--- src/rtl/pipeline_hazard_ctrl_pkg.sv ---
// Shared types and constants for the pipeline hazard controller.
package pipeline_hazard_ctrl_pkg;

    localparam int unsigned REG_ADDR_W = 5;
    localparam int unsigned NUM_STAGES = 7;
    localparam int unsigned HOLD_W     = 3;
    localparam int unsigned WAIT_W     = 8;

    // Stage positions along the pipeline, oldest fetch slot first
    localparam int unsigned STG_PC      = 0;
    localparam int unsigned STG_SUB_IF  = 1;
    localparam int unsigned STG_IF      = 2;
    localparam int unsigned STG_ID      = 3;
    localparam int unsigned STG_EX      = 4;
    localparam int unsigned STG_SUB_MEM = 5;
    localparam int unsigned STG_MEM     = 6;

    typedef enum logic [1:0] {
        ST_RUN       = 2'd0,
        ST_REDIRECT  = 2'd1,
        ST_DMEM_WAIT = 2'd2
    } state_t;

    typedef logic [NUM_STAGES-1:0] stage_vec_t;

    // Mask with every stage from lo to hi (inclusive) set
    function automatic stage_vec_t stage_range(input int unsigned lo, input int unsigned hi);
        stage_vec_t m;
        m = '0;
        for (int unsigned i = 0; i < NUM_STAGES; i++) begin
            if (i >= lo && i <= hi) begin
                m[3'(i)] = 1'b1;
            end
        end
        return m;
    endfunction

endpackage

--- src/rtl/pipeline_hazard_ctrl_if.sv ---
// Pipeline-side hazard inputs and per-stage stall/flush controls.
interface pipeline_hazard_ctrl_if #(
    parameter int unsigned CNT_W = 32
) ();
    import pipeline_hazard_ctrl_pkg::*;

    logic                  id_valid;
    logic [REG_ADDR_W-1:0] id_rs1;
    logic [REG_ADDR_W-1:0] id_rs2;
    logic                  id_rs1_used;
    logic                  id_rs2_used;
    logic                  ex_valid;
    logic                  ex_is_load;
    logic [REG_ADDR_W-1:0] ex_rd;
    logic                  ex_redirect;
    logic                  imem_ready;
    logic                  dmem_req;
    logic                  dmem_ready;

    logic                  stall_pc;
    logic                  stall_sub_if;
    logic                  stall_if;
    logic                  stall_id;
    logic                  stall_ex;
    logic                  stall_sub_mem;
    logic                  flush_sub_if;
    logic                  flush_if;
    logic                  flush_id;
    logic                  flush_ex;
    logic                  flush_sub_mem;
    logic                  flush_mem;
    logic                  mem_err;
    logic [CNT_W-1:0]      stall_cycles;

    // Pipeline side: reports hazards, consumes controls
    modport master (
        output id_valid, id_rs1, id_rs2, id_rs1_used, id_rs2_used,
        output ex_valid, ex_is_load, ex_rd, ex_redirect,
        output imem_ready, dmem_req, dmem_ready,
        input  stall_pc, stall_sub_if, stall_if, stall_id, stall_ex, stall_sub_mem,
        input  flush_sub_if, flush_if, flush_id, flush_ex, flush_sub_mem, flush_mem,
        input  mem_err, stall_cycles
    );

    // Controller side
    modport slave (
        input  id_valid, id_rs1, id_rs2, id_rs1_used, id_rs2_used,
        input  ex_valid, ex_is_load, ex_rd, ex_redirect,
        input  imem_ready, dmem_req, dmem_ready,
        output stall_pc, stall_sub_if, stall_if, stall_id, stall_ex, stall_sub_mem,
        output flush_sub_if, flush_if, flush_id, flush_ex, flush_sub_mem, flush_mem,
        output mem_err, stall_cycles
    );

endinterface

--- src/rtl/hazard_load_use_detect.sv ---
// Combinational load-use detector: EX load writes a register ID reads.
module hazard_load_use_detect
    import pipeline_hazard_ctrl_pkg::*;
(
    input  logic                  i_id_valid,
    input  logic [REG_ADDR_W-1:0] i_id_rs1,
    input  logic [REG_ADDR_W-1:0] i_id_rs2,
    input  logic                  i_id_rs1_used,
    input  logic                  i_id_rs2_used,
    input  logic                  i_ex_valid,
    input  logic                  i_ex_is_load,
    input  logic [REG_ADDR_W-1:0] i_ex_rd,
    output logic                  o_lu_hit
);

    logic w_rs1_match;
    logic w_rs2_match;
    logic w_ex_load_wr;

    // x0 is never written, so a load to x0 cannot create a dependency
    assign w_ex_load_wr = i_ex_valid & i_ex_is_load & (i_ex_rd != '0);
    assign w_rs1_match  = i_id_rs1_used & (i_id_rs1 == i_ex_rd);
    assign w_rs2_match  = i_id_rs2_used & (i_id_rs2 == i_ex_rd);
    assign o_lu_hit     = i_id_valid & w_ex_load_wr & (w_rs1_match | w_rs2_match);

endmodule

--- src/rtl/pipeline_hazard_ctrl.sv ---
// Per-stage stall/flush generation for the 7-slot pipeline, with redirect and
// data-memory wait sequencing and a saturating stall-cycle counter.
module pipeline_hazard_ctrl
    import pipeline_hazard_ctrl_pkg::*;
#(
    parameter int unsigned REDIRECT_HOLD = 1,
    parameter int unsigned MEM_TIMEOUT   = 255,
    parameter int unsigned CNT_W         = 32
) (
    input  logic                   clk,
    input  logic                   rst,
    pipeline_hazard_ctrl_if.slave  hz
);

    localparam stage_vec_t STALL_DMEM  = stage_range(STG_PC, STG_SUB_MEM);
    localparam stage_vec_t STALL_TMO   = stage_range(STG_PC, STG_EX);
    localparam stage_vec_t STALL_LU    = stage_range(STG_PC, STG_ID);
    localparam stage_vec_t STALL_IMEM  = stage_range(STG_PC, STG_SUB_IF);
    localparam stage_vec_t FLUSH_ALL   = stage_range(STG_SUB_IF, STG_MEM);
    localparam stage_vec_t FLUSH_REDIR = stage_range(STG_SUB_IF, STG_EX);
    localparam stage_vec_t FLUSH_FETCH = stage_range(STG_SUB_IF, STG_IF);

    state_t              r_state;
    state_t              w_state_nxt;
    logic [HOLD_W-1:0]   r_hold_cnt;
    logic [HOLD_W-1:0]   w_hold_nxt;
    logic [WAIT_W-1:0]   r_wait_cnt;
    logic [WAIT_W-1:0]   w_wait_nxt;
    logic [WAIT_W-1:0]   w_wait_num;
    logic [CNT_W-1:0]    r_stall_cycles;

    logic                w_lu_hit;
    logic                w_dmem_wait;
    logic                w_redirect;
    stage_vec_t          w_stall;
    stage_vec_t          w_flush;
    logic                w_mem_err;

    hazard_load_use_detect u_lu_detect (
        .i_id_valid    (hz.id_valid),
        .i_id_rs1      (hz.id_rs1),
        .i_id_rs2      (hz.id_rs2),
        .i_id_rs1_used (hz.id_rs1_used),
        .i_id_rs2_used (hz.id_rs2_used),
        .i_ex_valid    (hz.ex_valid),
        .i_ex_is_load  (hz.ex_is_load),
        .i_ex_rd       (hz.ex_rd),
        .o_lu_hit      (w_lu_hit)
    );

    assign w_dmem_wait = hz.dmem_req & ~hz.dmem_ready;
    assign w_redirect  = hz.ex_redirect & hz.ex_valid;
    // Ordinal of the current wait cycle; the entry cycle is wait 1
    assign w_wait_num  = (r_state == ST_DMEM_WAIT) ? (r_wait_cnt + WAIT_W'(1)) : WAIT_W'(1);

    // Next-state and output decode; priority dmem wait > redirect > imem wait > load-use
    always_comb begin
        w_state_nxt = r_state;
        w_hold_nxt  = r_hold_cnt;
        w_wait_nxt  = r_wait_cnt;
        w_stall     = '0;
        w_flush     = '0;
        w_mem_err   = 1'b0;

        if (!rst) begin
            w_flush     = FLUSH_ALL;
            w_state_nxt = ST_RUN;
            w_hold_nxt  = '0;
            w_wait_nxt  = '0;
        end else if (w_dmem_wait) begin
            // Any pending redirect hold is dropped; the held ex_redirect re-arms it on exit
            w_hold_nxt = '0;
            w_flush[STG_MEM] = 1'b1;
            if (w_wait_num == WAIT_W'(MEM_TIMEOUT)) begin
                // Abort: bubble the stuck access out of sub_mem instead of holding it
                w_stall     = STALL_TMO;
                w_flush[STG_SUB_MEM] = 1'b1;
                w_mem_err   = 1'b1;
                w_state_nxt = ST_RUN;
                w_wait_nxt  = '0;
            end else begin
                w_stall     = STALL_DMEM;
                w_state_nxt = ST_DMEM_WAIT;
                w_wait_nxt  = w_wait_num;
            end
        end else if (w_redirect) begin
            // Also reached on the DMEM_WAIT exit cycle, which behaves as RUN
            w_flush     = FLUSH_REDIR;
            w_hold_nxt  = HOLD_W'(REDIRECT_HOLD);
            w_state_nxt = (REDIRECT_HOLD != 0) ? ST_REDIRECT : ST_RUN;
            w_wait_nxt  = '0;
        end else begin
            w_wait_nxt = '0;
            case (r_state)
                ST_REDIRECT: begin
                    w_flush     = FLUSH_FETCH;
                    w_hold_nxt  = r_hold_cnt - HOLD_W'(1);
                    w_state_nxt = (r_hold_cnt <= HOLD_W'(1)) ? ST_RUN : ST_REDIRECT;
                    // Fetch slots are already being flushed, so only pc and id hold
                    if (w_lu_hit) begin
                        w_stall[STG_PC] = 1'b1;
                        w_stall[STG_ID] = 1'b1;
                        w_flush[STG_EX] = 1'b1;
                    end
                end
                default: begin
                    w_state_nxt = ST_RUN;
                    if (!hz.imem_ready) begin
                        w_stall = STALL_IMEM;
                        w_flush[STG_IF] = 1'b1;
                    end else if (w_lu_hit) begin
                        w_stall = STALL_LU;
                        w_flush[STG_EX] = 1'b1;
                    end
                end
            endcase
        end
    end

    // State, sequencing counters and saturating stall counter
    always_ff @(posedge clk) begin
        if (!rst) begin
            r_state        <= ST_RUN;
            r_hold_cnt     <= '0;
            r_wait_cnt     <= '0;
            r_stall_cycles <= '0;
        end else begin
            r_state    <= w_state_nxt;
            r_hold_cnt <= w_hold_nxt;
            r_wait_cnt <= w_wait_nxt;
            if (w_stall[STG_PC] && (r_stall_cycles != '1)) begin
                r_stall_cycles <= r_stall_cycles + CNT_W'(1);
            end
        end
    end

    // A stage must never be told to hold and to bubble in the same cycle
    always_ff @(posedge clk) begin
        if (rst) begin
            assert ((w_stall & w_flush) == '0);
        end
    end

    assign hz.stall_pc      = w_stall[STG_PC];
    assign hz.stall_sub_if  = w_stall[STG_SUB_IF];
    assign hz.stall_if      = w_stall[STG_IF];
    assign hz.stall_id      = w_stall[STG_ID];
    assign hz.stall_ex      = w_stall[STG_EX];
    assign hz.stall_sub_mem = w_stall[STG_SUB_MEM];
    assign hz.flush_sub_if  = w_flush[STG_SUB_IF];
    assign hz.flush_if      = w_flush[STG_IF];
    assign hz.flush_id      = w_flush[STG_ID];
    assign hz.flush_ex      = w_flush[STG_EX];
    assign hz.flush_sub_mem = w_flush[STG_SUB_MEM];
    assign hz.flush_mem     = w_flush[STG_MEM];
    assign hz.mem_err       = w_mem_err;
    assign hz.stall_cycles  = r_stall_cycles;

endmodule

--- src/flat_wrapper.sv ---
// flat-port wrapper written by rule: the top's interface ports become plain ports
module pipeline_hazard_ctrl_flat import pipeline_hazard_ctrl_pkg::*;
#(
    parameter int unsigned REDIRECT_HOLD = 1,
    parameter int unsigned MEM_TIMEOUT   = 255,
    parameter int unsigned CNT_W         = 32
)
  (clk, rst, hz_id_valid, hz_id_rs1, hz_id_rs2, hz_id_rs1_used, hz_id_rs2_used, hz_ex_valid, hz_ex_is_load, hz_ex_rd, hz_ex_redirect, hz_imem_ready, hz_dmem_req, hz_dmem_ready, hz_stall_pc, hz_stall_sub_if, hz_stall_if, hz_stall_id, hz_stall_ex, hz_stall_sub_mem, hz_flush_sub_if, hz_flush_if, hz_flush_id, hz_flush_ex, hz_flush_sub_mem, hz_flush_mem, hz_mem_err, hz_stall_cycles);
  pipeline_hazard_ctrl_if #(.CNT_W(CNT_W)) hz_i ();
  input  logic clk;
  input  logic rst;
  input wire logic [$bits(hz_i.id_valid)-1:0] hz_id_valid;
  input wire logic [$bits(hz_i.id_rs1)-1:0] hz_id_rs1;
  input wire logic [$bits(hz_i.id_rs2)-1:0] hz_id_rs2;
  input wire logic [$bits(hz_i.id_rs1_used)-1:0] hz_id_rs1_used;
  input wire logic [$bits(hz_i.id_rs2_used)-1:0] hz_id_rs2_used;
  input wire logic [$bits(hz_i.ex_valid)-1:0] hz_ex_valid;
  input wire logic [$bits(hz_i.ex_is_load)-1:0] hz_ex_is_load;
  input wire logic [$bits(hz_i.ex_rd)-1:0] hz_ex_rd;
  input wire logic [$bits(hz_i.ex_redirect)-1:0] hz_ex_redirect;
  input wire logic [$bits(hz_i.imem_ready)-1:0] hz_imem_ready;
  input wire logic [$bits(hz_i.dmem_req)-1:0] hz_dmem_req;
  input wire logic [$bits(hz_i.dmem_ready)-1:0] hz_dmem_ready;
  output wire logic [$bits(hz_i.stall_pc)-1:0] hz_stall_pc;
  output wire logic [$bits(hz_i.stall_sub_if)-1:0] hz_stall_sub_if;
  output wire logic [$bits(hz_i.stall_if)-1:0] hz_stall_if;
  output wire logic [$bits(hz_i.stall_id)-1:0] hz_stall_id;
  output wire logic [$bits(hz_i.stall_ex)-1:0] hz_stall_ex;
  output wire logic [$bits(hz_i.stall_sub_mem)-1:0] hz_stall_sub_mem;
  output wire logic [$bits(hz_i.flush_sub_if)-1:0] hz_flush_sub_if;
  output wire logic [$bits(hz_i.flush_if)-1:0] hz_flush_if;
  output wire logic [$bits(hz_i.flush_id)-1:0] hz_flush_id;
  output wire logic [$bits(hz_i.flush_ex)-1:0] hz_flush_ex;
  output wire logic [$bits(hz_i.flush_sub_mem)-1:0] hz_flush_sub_mem;
  output wire logic [$bits(hz_i.flush_mem)-1:0] hz_flush_mem;
  output wire logic [$bits(hz_i.mem_err)-1:0] hz_mem_err;
  output wire logic [$bits(hz_i.stall_cycles)-1:0] hz_stall_cycles;
  assign hz_i.id_valid = hz_id_valid;
  assign hz_i.id_rs1 = hz_id_rs1;
  assign hz_i.id_rs2 = hz_id_rs2;
  assign hz_i.id_rs1_used = hz_id_rs1_used;
  assign hz_i.id_rs2_used = hz_id_rs2_used;
  assign hz_i.ex_valid = hz_ex_valid;
  assign hz_i.ex_is_load = hz_ex_is_load;
  assign hz_i.ex_rd = hz_ex_rd;
  assign hz_i.ex_redirect = hz_ex_redirect;
  assign hz_i.imem_ready = hz_imem_ready;
  assign hz_i.dmem_req = hz_dmem_req;
  assign hz_i.dmem_ready = hz_dmem_ready;
  assign hz_stall_pc = hz_i.stall_pc;
  assign hz_stall_sub_if = hz_i.stall_sub_if;
  assign hz_stall_if = hz_i.stall_if;
  assign hz_stall_id = hz_i.stall_id;
  assign hz_stall_ex = hz_i.stall_ex;
  assign hz_stall_sub_mem = hz_i.stall_sub_mem;
  assign hz_flush_sub_if = hz_i.flush_sub_if;
  assign hz_flush_if = hz_i.flush_if;
  assign hz_flush_id = hz_i.flush_id;
  assign hz_flush_ex = hz_i.flush_ex;
  assign hz_flush_sub_mem = hz_i.flush_sub_mem;
  assign hz_flush_mem = hz_i.flush_mem;
  assign hz_mem_err = hz_i.mem_err;
  assign hz_stall_cycles = hz_i.stall_cycles;
  pipeline_hazard_ctrl #(.REDIRECT_HOLD(REDIRECT_HOLD), .MEM_TIMEOUT(MEM_TIMEOUT), .CNT_W(CNT_W)) u_core (.clk(clk), .rst(rst), .hz(hz_i));
endmodule
--- config.mk ---
export PLATFORM = sky130hd
export DESIGN_NAME = pipeline_hazard_ctrl_flat
export DESIGN_NICKNAME = d
export VERILOG_FILES = /design/src/rtl/pipeline_hazard_ctrl_pkg.sv /design/src/rtl/pipeline_hazard_ctrl_if.sv /design/src/rtl/hazard_load_use_detect.sv /design/src/rtl/pipeline_hazard_ctrl.sv /design/src/flat_wrapper.sv
export SDC_FILE = /design/constraint.sdc
export NUM_CORES = 1
export LEC_CHECK = 0
export BUFFER_PORTS_ARGS = -buffer_cell sky130_fd_sc_hd__buf_2
export CORE_MARGIN = 8
export CORE_UTILIZATION = 40
export DETAILED_ROUTE_END_ITERATION = 6
export PLACE_DENSITY = 0.67
export RECOVER_POWER = 25
export SLEW_MARGIN = 20
export SYNTH_ARGS = -nofsm -noshare
export SYNTH_HDL_FRONTEND = slang
export SYNTH_SLANG_ARGS = --single-unit
--- constraint.sdc ---
create_clock -name clk -period 1.97 [get_ports clk]
set_input_delay 0.0985 -clock clk [delete_from_list [all_inputs] [get_ports clk]]
set_output_delay 0.0985 -clock clk [all_outputs]
set_load 0.1 [all_outputs]
* After elaboration in Yosys (flattened, before gate mapping)
Index checks and enable logic that the tools add are counted.
** Operators by class
- Add/sub/neg operators :: 3
- Magnitude comparators :: 1
- Equality and inequality tests :: 6
- Multiplexer cells :: 31
- Bitwise operators :: 12
- Reduce and logical (&&, ||, !) cells :: 6
** Operators by type and width (number)
- adder 32 x 1 -> 32 bit (second input constant) :: 1
- != test 32 bit (second input constant) :: 1
- 2-to-1 mux 6 bit :: 4
- 2-to-1 mux 2 bit :: 8
- 2-to-1 mux 1 bit :: 13
- equality test 5 bit :: 2
- 2-to-1 mux 5 bit :: 2
- adder 8 x 1 -> 8 bit (second input constant) :: 1
- bitwise AND 1 bit :: 8
- equality test 8 bit (second input constant) :: 1
- 2-to-1 mux 4 bit :: 2
- 2-to-1 mux 8 bit :: 1
- 2-to-1 mux 7 bit :: 1
- OR reduction 3 bit :: 2
- nonzero test 5 bit :: 1
- <= comparator 3 x 1 -> 1 bit (second input constant) :: 1
- inverter 1 bit :: 3
- subtractor 3 x 1 -> 3 bit (second input constant) :: 1
- equality test 2 x 1 -> 1 bit (second input constant) :: 1
- equality test 2 bit (second input constant) :: 1
- nonzero test 2 bit :: 1
- OR reduction 2 bit :: 1
- logical AND 1 bit :: 1
- bitwise OR 1 bit :: 1
** Storage, ports and cells
- Register bits after elaboration :: 45
- Output and inout port bits :: 45

* Depth between registers and ports, before layout
Gate-level depths: netlist (run 1).
- Depth in word-level cells :: 11
- Gate-level depth with buffers :: 10
- Gate-level depth less buffers :: 7

* Hierarchy
From an unflattened synthesis (run 1), not the netlist that was laid out.
** Second synthesis, totals
- Cell total of the unflattened synthesis :: 302
- Area, all modules :: 2513.7 µm²
** Modules (own cells, without submodules)
- pipeline_hazard_ctrl :: times used 1, cells each 285, area each 2382.3 µm²
- hazard_load_use_detect :: times used 1, cells each 17, area each 131.4 µm²

* Worst setup path before layout (run 1)
No wires, ideal clock.
- Path type :: input to output
- Start point :: input rst
- End point :: output hz_stall_if
- Arrival :: 3.532 ns
- Path slack :: -1.660 ns
- Stages on the path :: 5
- Path buffers :: 1
- Path through :: clkbuf_2 -> nand3b_1 -> inv_1 -> a21oi_1 -> a21oi_1
** Between the ends
- Word-level cells in the longest chain between the ends :: 1
** Ends and longest elaborated chain
- start, declared :: line flat_wrapper.sv:11 : input logic rst;
- 2-to-1 mux 6 bit :: line pipeline_hazard_ctrl.sv:65 : if (!rst) begin
- end, declared :: line flat_wrapper.sv:26 : output wire logic [$bits(hz_i.stall_if)-1:0] hz_stall_if;
Every way passes these cells.

* Worst setup path in the final report (run 1)
- Start point :: register u_core.r_stall_cycles[20] (netlist: u_core.hz.stall_cycles[20])
- End point :: register u_core.r_stall_cycles[16] (netlist: u_core.hz.stall_cycles[16])
** Between the ends
- Word-level cells in the longest chain between the ends :: 2
** Ends and longest elaborated chain
- start, declared :: line pipeline_hazard_ctrl.sv:30 : logic [CNT_W-1:0] r_stall_cycles;
- start signal, assigned :: line pipeline_hazard_ctrl.sv:132 : r_stall_cycles <= r_stall_cycles + CNT_W'(1);
- != test 32 bit :: line pipeline_hazard_ctrl.sv:131 : if (w_stall[STG_PC] && (r_stall_cycles != '1)) begin
- logical AND 1 bit :: line pipeline_hazard_ctrl.sv:131
Every way passes these cells.
A chain may end at the register's enable or synchronous reset.

==> results of run 1 <==
report_power, final:
group | switching, mW | leakage [nW] | internal [mW] | total [mW]
Sequential | 0.00659 | 0.386 | 0.894 | 0.901
Clock | 0.314 | 0.0554 | 0.381 | 0.695
Combinational | 0.252 | 1.12 | 0.142 | 0.394
Total | 0.573 | 1.56 | 1.42 | 1.99
worst min-delay path by stage:
stage | end | cells after the start | slack, ns | from
finish | u_core.r_hold_cnt[0] | 3 | 0.23 | hz_ex_redirect
global route | u_core.r_hold_cnt[0] | 3 | 0.24 | hz_ex_redirect
CTS | u_core.r_hold_cnt[0] | 3 | 0.22 | hz_ex_redirect
detailed placement | u_core.hz.stall_cycles[30] | 2 | 0.47 | u_core.hz.stall_cycles[30]
global placement | u_core.hz.stall_cycles[30] | 2 | 0.46 | u_core.hz.stall_cycles[30]
floorplan | u_core.r_hold_cnt[0] | 2 | 0.37 | hz_ex_valid
cells in the final DEF, fill, tap and decap left out, types with 12 or more instances in the layout:
cell type  synthesis  final
buf_4              1     62
buf_2              1     50
nand2_1           30     28
xnor2_1           18     18
dfxtp_4            0     17
dfxtp_2            0     17
nor2_1            19     16
nand3_1           14     14
a21oi_1           15     12
o31ai_1           14     12
state kept, by name, summed over array words and instances (netlist names):
register,cells
u_core.hz.stall_cycles,32
u_core.r_wait_cnt,8
u_core.r_hold_cnt,3
u_core.r_state,2
cells by family (layout without fill, tap and decap cells):
family,Yosys count,in the layout
xor gates and xnor gates,21,21
and+or+nand+nor,117,118
muxes,3,3
adders and majority gates,4,4
AOI/OAI and AO/OA,71,71
DFF,45,45
buffers and inverters,24,158
repair_timing:
item / 4_1_cts / 5_1_grt
gates resized for setup: 27 / 14
buffers inserted: 5 / 4
pin swaps: 5 / 9
gates cloned: 2 / 0
endpoints found under the setup margin: 32 / 32
synth_stat cells, types with 2 or more instances:
cell      instances
a21oi_1          15
xor2_1            3
nor2_1           19
ha_1              4
o21a_1            2
o31ai_1          14
nor2b_1           2
mux2i_1           3
a31oi_1           2
xnor2_1          18
or3_1             3
nand3_1          14
o41ai_1           5
inv_1            11
o311ai_0          5
or4_1             7
nor4_1            3
o211ai_1         10
nand4_1          11
dfxtp_1          45
nand2b_1          9
o21ai_1           3
nor3_1            9
buf_6             4
nand2_1          30
clkbuf_1          5
o21ai_0           6
o21bai_1          3
layer usage:
metal / vias to the layer above / wire (um) / track usage, %
li1: 1320 / - / -
met1: 1250 / 3180 / 18.5
met2: 77 / 3850 / 31.7
met3: 4 / 485 / 3.93
met4: 0 / 46 / 3.57
met5: - / 0 / 0
critical path, cell delays in order, from the launching register on:
cell and delay (ns):
dfxtp_4 0.35, and4_1 0.21, nand4_1 0.16, nor2_4 0.06
nand2_4 0.10, or4b_4 0.51, or4_4 0.53, a21oi_2 0.13
metrics by stage:
| step | total power, mW | setup slack, ns | utilization [%] |
|---|---|---|---|
| 2_1_floorplan | 1.17 | -0.424 | - |
| 3_3_place_gp | 1.31 | -0.150 | 61.1 |
| 3_5_place_dp | 1.31 | -0.245 | 61.1 |
| 4_1_cts | 2.01 | -0.107 | 65.6 |
| 5_1_grt | 2.06 | -0.207 | 67.1 |
| 6_report | 1.99 | -0.132 | 67.1 |
cell type report:
cell class	instances	area (um2)	area share, %
clock buffers	6	72.6	1.84
clock inverters	2	38.8	0.982
inverters	11	46.3	1.17
multi-input cells	217	1670	42.2
flip-flops and latches	45	986	25.0
well taps	75	93.8	2.37
repair buffers	139	1040	26.4
==> qor.csv, run 1 <==
stage;metric;value;unit
power_and_ir_drop;ir_drop;0.000408;V
outcome;violations;setup timing;
yosys;ys.flop_type;dfxtp_1;
die;pin_count;71;
yosys;synthSimpleGateAreaFrac;25.7;%
cells_and_area;diodes;0;
cells_and_area;fin_nets;449;
place;gp_congestion;0.882;
yosys;synth_nets;315;
cells_and_area;syn2layout_area_growth;64.1;%
power_and_ir_drop;p_leak;1.56;nW
timing;grt_setup_unrepaired;yes;
cells_and_area;num-fill-cells;476;
global_route;grt_pass1_wl;12300;um
routing;drtPass1Iterations;4;
worst_setup_path;rr_endpoint;u_core.hz.stall_cycles[16];
timing;worst_pin_slew;1.22;ns
timing;setup_viol;27;
yosys;synth-async-reset-ratio;0;%
timing;finalHoldViolations;0;
timing;fin_skew;0.00974;ns
routing;wire_per_inst;15.3;um
routing;drt_drc_violations_left;0;
clock_tree;cts_max_level;2;
worst_setup_path;crit_path_end_kind;flip-flop;
cells_and_area;final_area;0.00395;mm2
die;core_area;0.00589;mm2
global_route;grt_overflow;0;
clock_tree;clkTransAtPathRegs;0.08;ns
yosys;yosysSeqAreaShare;37.4;%
place;hpwl;5530;um
global_route;antenna_found_initial;0;
yosys;synth_xor_area_share;7.64;%
global_route;track_usage;16.8;%
routing;vias_per_cell;5.36;
worst_setup_path;crit-reg2reg-launch;u_core.hz.stall_cycles[20];
yosys;ys_ff_latch;45;
die;start_util;40.9;%
clock_tree;postCtsHoldBufs;0;
flow_run;cap_violations;0;
yosys;yosysUniqueCellTypes;48;
timing;period_share;107;%
yosys;synth.avg_cell_area;8.45;um2
yosys;synth_mux_area_share;1.25;%
die;die_area;0.00876;mm2
yosys;synth_top_area_cell;dfxtp_1;
worst_setup_path;cp-start-kind;flip-flop;
clock_tree;clk_path_buf_depth;2;
yosys;synth_fa_ha_area_share;2.08;%
outcome;status;finished, violations left;
timing;hold_ws;0.229;ns
place;postPlaceCellArea;0.00360;mm2
worst_setup_path;crit_type;reg -> reg;
clock_tree;clock_latency;0.30;ns
global_route;grt_pass1_vias;2746;
worst_setup_path;endpoint;u_core.hz.stall_cycles[16];
timing;fin_ws;-0.132;ns
timing;slew_viol_final;0;
worst_setup_path;reg2regPathDepth;7;
worst_setup_path;crit_arrival;2.33;ns
yosys;yosysWarnings;0;
cells_and_area;finalNonFillerCells;495;
yosys;synth_cells;285;
place;port-buffer-count;70;
worst_setup_path;critPathMaxFanout;5;
power_and_ir_drop;p_per_area;504;mW/mm2
timing;max_freq;476;MHz
routing;routed_wl;7560;um
global_route;grt_max_degree;30;
die;die_y;93.6;um
yosys;synthesis.area;0.00241;mm2
clock_tree;cts_buffers;5;
routing;drtIter0Drc;82;
timing;finalSetupTns;-1.79;ns
yosys;netlist_top_cells_area;dfxtp_1 (37%), xnor2_1 (6.5%), nand2_1 (4.7%), o31ai_1 (4.4%), a21oi_1 (3.1%);
worst_setup_path;crit_required;2.19;ns
die;die_w;93.6;um
timing;period_needed;2.10;ns
routing;postRouteAntennaNets;0;
clock_tree;root_buffer;clkbuf_8;
yosys;synth_compound_area_share;20.7;%
clock_tree;cts_sinks;45;
timing;slew_headroom;19.2;%
worst_setup_path;crit_start;u_core.hz.stall_cycles[20];
clock_tree;cts_tree;built;
routing;route.vias.total;2651;
yosys;yosysTopAreaCellShare;37.4;%
cells_and_area;drive_gt1_share;50.5;%
yosys;synth_edf_count;0;
die;row_count;28;
place;placed_cells;476;
worst_setup_path;ff2ff_setup_slack;-0.13;ns
hold_path;hp-class;in -> reg;
yosys;synth_top_family_by_area;simple AND/OR/NAND/NOR gates;
(Power assumes the default switching activity.)
==> run 2: changes to the inputs <==
--- a/config.mk
+++ b/config.mk
@@ -6,7 +6,8 @@
 export NUM_CORES = 1
 export LEC_CHECK = 0
 export BUFFER_PORTS_ARGS = -buffer_cell sky130_fd_sc_hd__buf_2
-export CORE_MARGIN = 8
+export CORE_ASPECT_RATIO = 0.5
+export CORE_MARGIN = 2
 export CORE_UTILIZATION = 40
 export DETAILED_ROUTE_END_ITERATION = 6
 export PLACE_DENSITY = 0.67
==> qor.csv, run 2 (synthesized netlist as in run 1, its figures left out) <==
stage;metric;value;unit;change
outcome;status;finished, violations left;;
outcome;violations;setup timing;;
timing;finalHoldViolations;0;;unchanged
global_route;grt_pass1_vias;2573;;-6.3%
clock_tree;cts_tree;built;;
die;die_area;0.00669;mm2;-24%
routing;vias_per_cell;5.38;;+0.37%
timing;period_share;106;%;-0.68 points
routing;postRouteAntennaNets;0;;unchanged
timing;slew_headroom;21.8;%;+2.7 points
die;row_count;19;;-32%
worst_setup_path;crit_type;reg -> reg;;
routing;routed_wl;6880;um;-9.0%
cells_and_area;final_util;69.6;%;+2.5 points
worst_setup_path;critPathMaxFanout;7;;+2
clock_tree;cts_sinks;45;;unchanged
timing;setup_viol;20;;-26%
clock_tree;clk_path_buf_depth;2;;unchanged
worst_setup_path;critPathSlowestCell;or4b_4;;
timing;fin_ws;-0.119;ns;+0.0134 ns
global_route;grt_use_met1;23.2;%;+4.8 points
timing;period_needed;2.09;ns;-0.0134 ns
clock_tree;root_buffer;clkbuf_16;;
die;die_w;114;um;+22%
timing;grt_setup_unrepaired;yes;;
timing;fin_skew;0.00643;ns;-0.00331 ns
global_route;grt_overflow;0;;unchanged
global_route;grt_max_degree;31;;+3.3%
cells_and_area;drive_gt1_share;50.5;%;about the same
cells_and_area;largest_register_ffs;32;;unchanged
place;hpwl;4940;um;-11%
flow_run;cap_violations;0;;unchanged
timing;finalSetupTns;-0.501;ns;+1.29 ns
power_and_ir_drop;ir_drop;0.000369;V;-9.5%
timing;slew_viol_final;0;;unchanged
worst_setup_path;max_stage_delay;0.53;ns;about the same
timing;worst_pin_slew;1.18;ns;-0.0400 ns
global_route;track_usage;20.6;%;+3.8 points
global_route;antenna_found_initial;0;;unchanged
die;pin_count;71;;unchanged
clock_tree;cts_buffers;5;;unchanged
global_route;grt_pass1_wl;11000;um;-10%
routing;drtPass1Iterations;4;;unchanged
cells_and_area;final_cell_mix;buf_4 (56), buf_2 (50), nand2_1 (27), dfxtp_4 (18), dfxtp_2 (17);;
routing;route.vias.total;2607;;-1.7%
global_route;gr-usage-met3;4.53;%;+0.61 points
die;start_util;42.7;%;+1.8 points
timing;max_freq;479;MHz;+0.64%
global_route;grtUsageMet2;39.9;%;+8.1 points
clock_tree;clock_latency;0.29;ns;about the same
worst_setup_path;crit_path_end_kind;flip-flop;;
clock_tree;clkTransAtPathRegs;0.06;ns;-0.02 ns
die;die_y;58.9;um;-37%
clock_tree;cts_max_level;2;;unchanged
place;gp_congestion;0.926;;+5.0%
worst_setup_path;cp_cell_sequence;and4_4 > nand4_1 > nor2_4 > nand2_2 > or4b_4 > buf_6 > buf_4 > o311ai_4 > o41ai_2;;
hold_path;hp-class;in -> reg;;
worst_setup_path;crit_arrival;2.25;ns;-0.08 ns
routing;drt_drc_violations_left;0;;unchanged
cells_and_area;fin_nets;441;;-1.8%
power_and_ir_drop;p_leak;1.55;nW;-1.1%
place;post-place-ws;-0.241;ns;+0.00456 ns
cells_and_area;syn2layout_area_growth;63.0;%;
routing;drtIter0Drc;86;;+4.9%
worst_setup_path;cp-start-kind;flip-flop;;
place;port-buffer-count;70;;unchanged
cells_and_area;layout_commonest_cell;buf_4;;
die;core_area;0.00563;mm2;-4.3%
global_route;grt-busiest-layer;met2;;
routing;wire_per_inst;14.2;um;-7.1%
power_and_ir_drop;p_per_area;540;mW/mm2;+7.2%
worst_setup_path;crit_required;2.13;ns;-0.06 ns
cells_and_area;diodes;0;;unchanged
-- run 2: changes by cell type in the layout (fill, tap and decap cells not counted), moves of 3 or more --
| cell | change |
|---|---|
| buf_4 | -6 |
| o311ai_2 | -3 |
| clkbuf_16 | +5 |
| clkbuf_8 | -5 |
-- run 2: power by group --
group | switching [mW] | total [mW] | internal, mW
Clock | 0.354 | 0.826 | 0.472
Combinational | 0.249 | 0.392 | 0.143
Sequential | 0.00674 | 0.901 | 0.894
-- run 2: stage by stage --
stage | instance area (um2) | hold slack, ns | instances | power, mW
after floorplan | 2650 | 0.369 | 285 | 1.17
after CTS | 3820 | 0.275 | 482 | 2.15
after global placement | 3550 | 0.463 | 465 | 1.30
after detailed placement | 3550 | 0.474 | 465 | 1.31
after global routing | 3920 | 0.315 | 485 | 2.22
final | 3920 | 0.276 | 485 | 2.12
-- run 2: final timing paths --
kind	startpoint	to	slack (ns)	cells after the start
worst max-delay path	u_core.hz.stall_cycles[20]	u_core.hz.stall_cycles[18]	-0.12	9
worst min-delay path	rst	u_core.hz.stall_cycles[2]	0.28	4
worst max register to register	u_core.hz.stall_cycles[20]	u_core.hz.stall_cycles[18]	-0.12	9
worst min register to register	u_core.r_wait_cnt[0]	u_core.r_wait_cnt[0]	0.48	1
-- run 2: critical path: cells and delay by family, from the launching register on --
kind | cells | cell delay (ns)
AO/OA/AOI/OAI | 2 | 0.33
buffers and inverters | 2 | 0.29
AND/OR/NAND/NOR | 5 | 1.01
flip-flops | 1 | 0.34
-- run 2: metal layers --
metal / vias to the layer above / routed length, um
met5: - / 0
li1: 1312 / -
met1: 1238 / 2950
met2: 48 / 3590
met4: 0 / 74
met3: 9 / 267
-- run 2: what timing repair did --
item | in CTS | in global routing
resized for setup | 20 | 19
gates cloned | 0 | 0
hold buffers | 0 | 0
setup buffers | 9 | 4
endpoints found under the setup margin | 32 | 32
pin swaps | 5 | 13
-- run 2: final cells by class --
type / count / area [um2]
inverters: 11 / 46.3
clock buffers: 5 / 125
clock inverters: 3 / 21.3
well taps: 73 / 91.3
flip-flops and latches: 45 / 990
fillers: 430 / 1710
repair buffers: 132 / 1000
multi-input cells: 216 / 1650
==> run 3: changes to the inputs <==
--- a/config.mk
+++ b/config.mk
@@ -8,9 +8,9 @@
 export BUFFER_PORTS_ARGS = -buffer_cell sky130_fd_sc_hd__buf_2
 export CORE_ASPECT_RATIO = 0.5
 export CORE_MARGIN = 2
-export CORE_UTILIZATION = 40
+export CORE_UTILIZATION = 51
 export DETAILED_ROUTE_END_ITERATION = 6
-export PLACE_DENSITY = 0.67
+export PLACE_DENSITY = 0.79
 export RECOVER_POWER = 25
 export SLEW_MARGIN = 20
 export SYNTH_ARGS = -nofsm -noshare
==> constraint.sdc (replaced) <==
create_clock -name clk -period 2.05 [get_ports clk]
set_input_delay 0.1025 -clock clk [delete_from_list [all_inputs] [get_ports clk]]
set_output_delay 0.1025 -clock clk [all_outputs]
set_load 0.1 [all_outputs]
==> qor.csv, run 3 (synthesized netlist as in run 1, its figures left out) <==
stage;metric;value;unit;change
outcome;status;finished, violations left;;
outcome;violations;setup timing;;
place;gp_congestion;0.791;;-15%
power_and_ir_drop;ir_drop;0.000322;V;-13%
cells_and_area;diodes;0;;unchanged
clock_tree;cts_buffers;5;;unchanged
cells_and_area;largest_register_ffs;32;;unchanged
power_and_ir_drop;sw_frac_of_total;31.5;%;+2.7 points
die;pin_count;71;;unchanged
power_and_ir_drop;power_frac_clock;30.5;%;-8.5 points
power_and_ir_drop;seqPwrFrac;48.0;%;+5.5 points
timing;grt_setup_unrepaired;yes;;
clock_tree;cts_max_level;2;;unchanged
die;start_util;53.9;%;+11 points
worst_setup_path;cp_cell_sequence;nand4_1 > or4_4 > nor2_4 > nand2_4 > o21ai_0 > buf_4 > mux2i_2 > nor2_1;;
global_route;grt_pass1_wl;11900;um;+7.9%
global_route;grt_pass1_vias;2605;;+1.2%
routing;vias_per_cell;6.19;;+15%
die;row_count;17;;-2
worst_setup_path;crit_required;2.24;ns;+0.11 ns
cells_and_area;final_area;0.00386;mm2;-1.6%
clock_tree;cts_sinks;45;;unchanged
power_and_ir_drop;p_int;1.24;mW;-18%
worst_setup_path;critPathMaxFanout;4;;-3
timing;finalSetupTns;-2.61;ns;-2.11 ns
place;port-buffer-count;70;;unchanged
worst_setup_path;cp-start-kind;flip-flop;;
die;die_w;101;um;-11%
timing;max_freq;447;MHz;-6.6%
routing;routed_wl;8750;um;+27%
flow_run;cap_violations;0;;unchanged
cells_and_area;num-fill-cells;216;;-50%
clock_tree;root_buffer;clkbuf_8;;
clock_tree;clock_latency;0.30;ns;about the same
power_and_ir_drop;power.switching;0.569;mW;-6.7%
global_route;track_usage;28.9;%;+8.3 points
timing;fin_skew;0.00738;ns;+0.000955 ns
power_and_ir_drop;p_total;1.80;mW;-15%
clock_tree;clkTransAtPathRegs;0.09;ns;+0.03 ns
routing;drt_drc_violations_left;0;;unchanged
hold_path;hp-class;in -> reg;;
routing;drtPass1Iterations;5;;+1
worst_setup_path;crit_arrival;2.43;ns;+0.18 ns
power_and_ir_drop;p_comb_share;21.5;%;+3.0 points
power_and_ir_drop;p_per_area;468;mW/mm2;-13%
cells_and_area;drive_gt1_share;51.5;%;+0.99 points
die;die_area;0.00532;mm2;-21%
timing;period_needed;2.24;ns;+0.148 ns
cells_and_area;layout_commonest_cell;buf_2;;
worst_setup_path;crit_type;reg -> reg;;
cells_and_area;syn2layout_area_growth;60.3;%;
timing;slew_viol_final;0;;unchanged
global_route;grt_overflow;0;;unchanged
global_route;grt_max_degree;31;;unchanged
place;hpwl;5130;um;+3.9%
place;postPlaceCellArea;0.00346;mm2;-2.6%
worst_setup_path;crit_path_end_kind;flip-flop;;
cells_and_area;seq_area;991;um2;+0.13%
routing;postRouteAntennaNets;0;;unchanged
cells_and_area;fin_nets;435;;-1.4%
timing;finalHoldViolations;0;;unchanged
timing;setup_viol;28;;+40%
cells_and_area;final_cell_mix;buf_2 (60), buf_4 (48), nand2_1 (28);;
timing;slew_headroom;65.6;%;+44 points
power_and_ir_drop;p_leak;1.57;nW;+1.2%
routing;route.vias.total;2864;;+9.9%
clock_tree;clk_path_buf_depth;2;;unchanged
worst_setup_path;critPathSlowestCell;or4_4;;
timing;worst_pin_slew;0.520;ns;-0.658 ns
timing;fin_ws;-0.186;ns;-0.0678 ns
routing;wire_per_inst;18.9;um;+33%
worst_setup_path;max_stage_delay;0.60;ns;+0.07 ns
timing;period_share;109;%;+3.1 points
clock_tree;cts_tree;built;;
routing;drtIter0Drc;250;;+190%
cells_and_area;multi_input_comb_area;0.00166;mm2;+0.99%
global_route;antenna_found_initial;0;;unchanged
clock_tree;postCtsHoldBufs;0;;unchanged
die;die_y;52.6;um;-11%
die;core_area;0.00447;mm2;-21%
## run 3: changes by cell type in the layout (fill, tap and decap cells not counted), sizes merged
cell | before | now
buf | 122 | 124
clkbuf | 15 | 9
clkinvlp | 3 | 1
## run 3: through the flow
stage          cells  util [%]  hold WS (ns)  setup WS (ns)
4_1_cts          456      81.0         0.135        -0.0727
3_3_place_gp     443      77.4         0.406        -0.0558
5_1_grt          463      86.4         0.157         -0.219
6_report         463      86.4         0.143         -0.186
3_5_place_dp     443      77.4         0.411         -0.162
2_1_floorplan    285         -         0.373         -0.344
## run 3: metal layers
layer	wire length [um]	part of all wire, %	vias up	track usage (%)
met5	0	0	-	0
met4	412	4.7	0	14.4
met3	641	7.3	54	6.67
met2	4400	50	175	54.3
met1	3300	38	1335	31.3
li1	-	-	1300	-
## run 3: worst paths after layout
kind / from / end / slack, ns / cells past startpoint
max reg2reg: u_core.hz.stall_cycles[7] / u_core.hz.stall_cycles[1] / -0.19 / 8
max: u_core.hz.stall_cycles[7] / u_core.hz.stall_cycles[1] / -0.19 / 8
min reg2reg: u_core.r_wait_cnt[0] / u_core.r_wait_cnt[0] / 0.48 / 1
min: rst / u_core.hz.stall_cycles[2] / 0.14 / 3
## run 3: cell type report
cell class,count,area share [%]
Clock buffer,7,1.98
Inverter,11,1.23
Tap cell,57,1.85
Sequential cell,45,25.7
Timing Repair Buffer,126,26.0
Clock inverter,1,0.130
Multi-Input combinational cell,216,43.1
## run 3: power by group through the flow
stage | registers, mW | logic (mW) | clock network, mW
2_1_floorplan | 0.900 | 0.222 | 0
3_3_place_gp | 0.886 | 0.355 | 0
3_5_place_dp | 0.887 | 0.365 | 0
4_1_cts | 0.866 | 0.372 | 0.543
5_1_grt | 0.868 | 0.404 | 0.593
6_report | 0.866 | 0.388 | 0.551
## run 3: repair_timing
action	in CTS	in global routing
resized for setup	12	32
setup endpoints to repair	30	32
pin swaps	9	8
gates cloned	0	3
endpoints found under the hold margin	0	0
buffers inserted	6	4
## run 3: critical path: cells and delay by family, from the launching register on
family	cells	cell delay [ns]
and+or+nand+nor	5	1.08
AOI/OAI and AO/OA	1	0.26
buffers and inverters	1	0.19
muxes	1	0.24
DFF	1	0.35
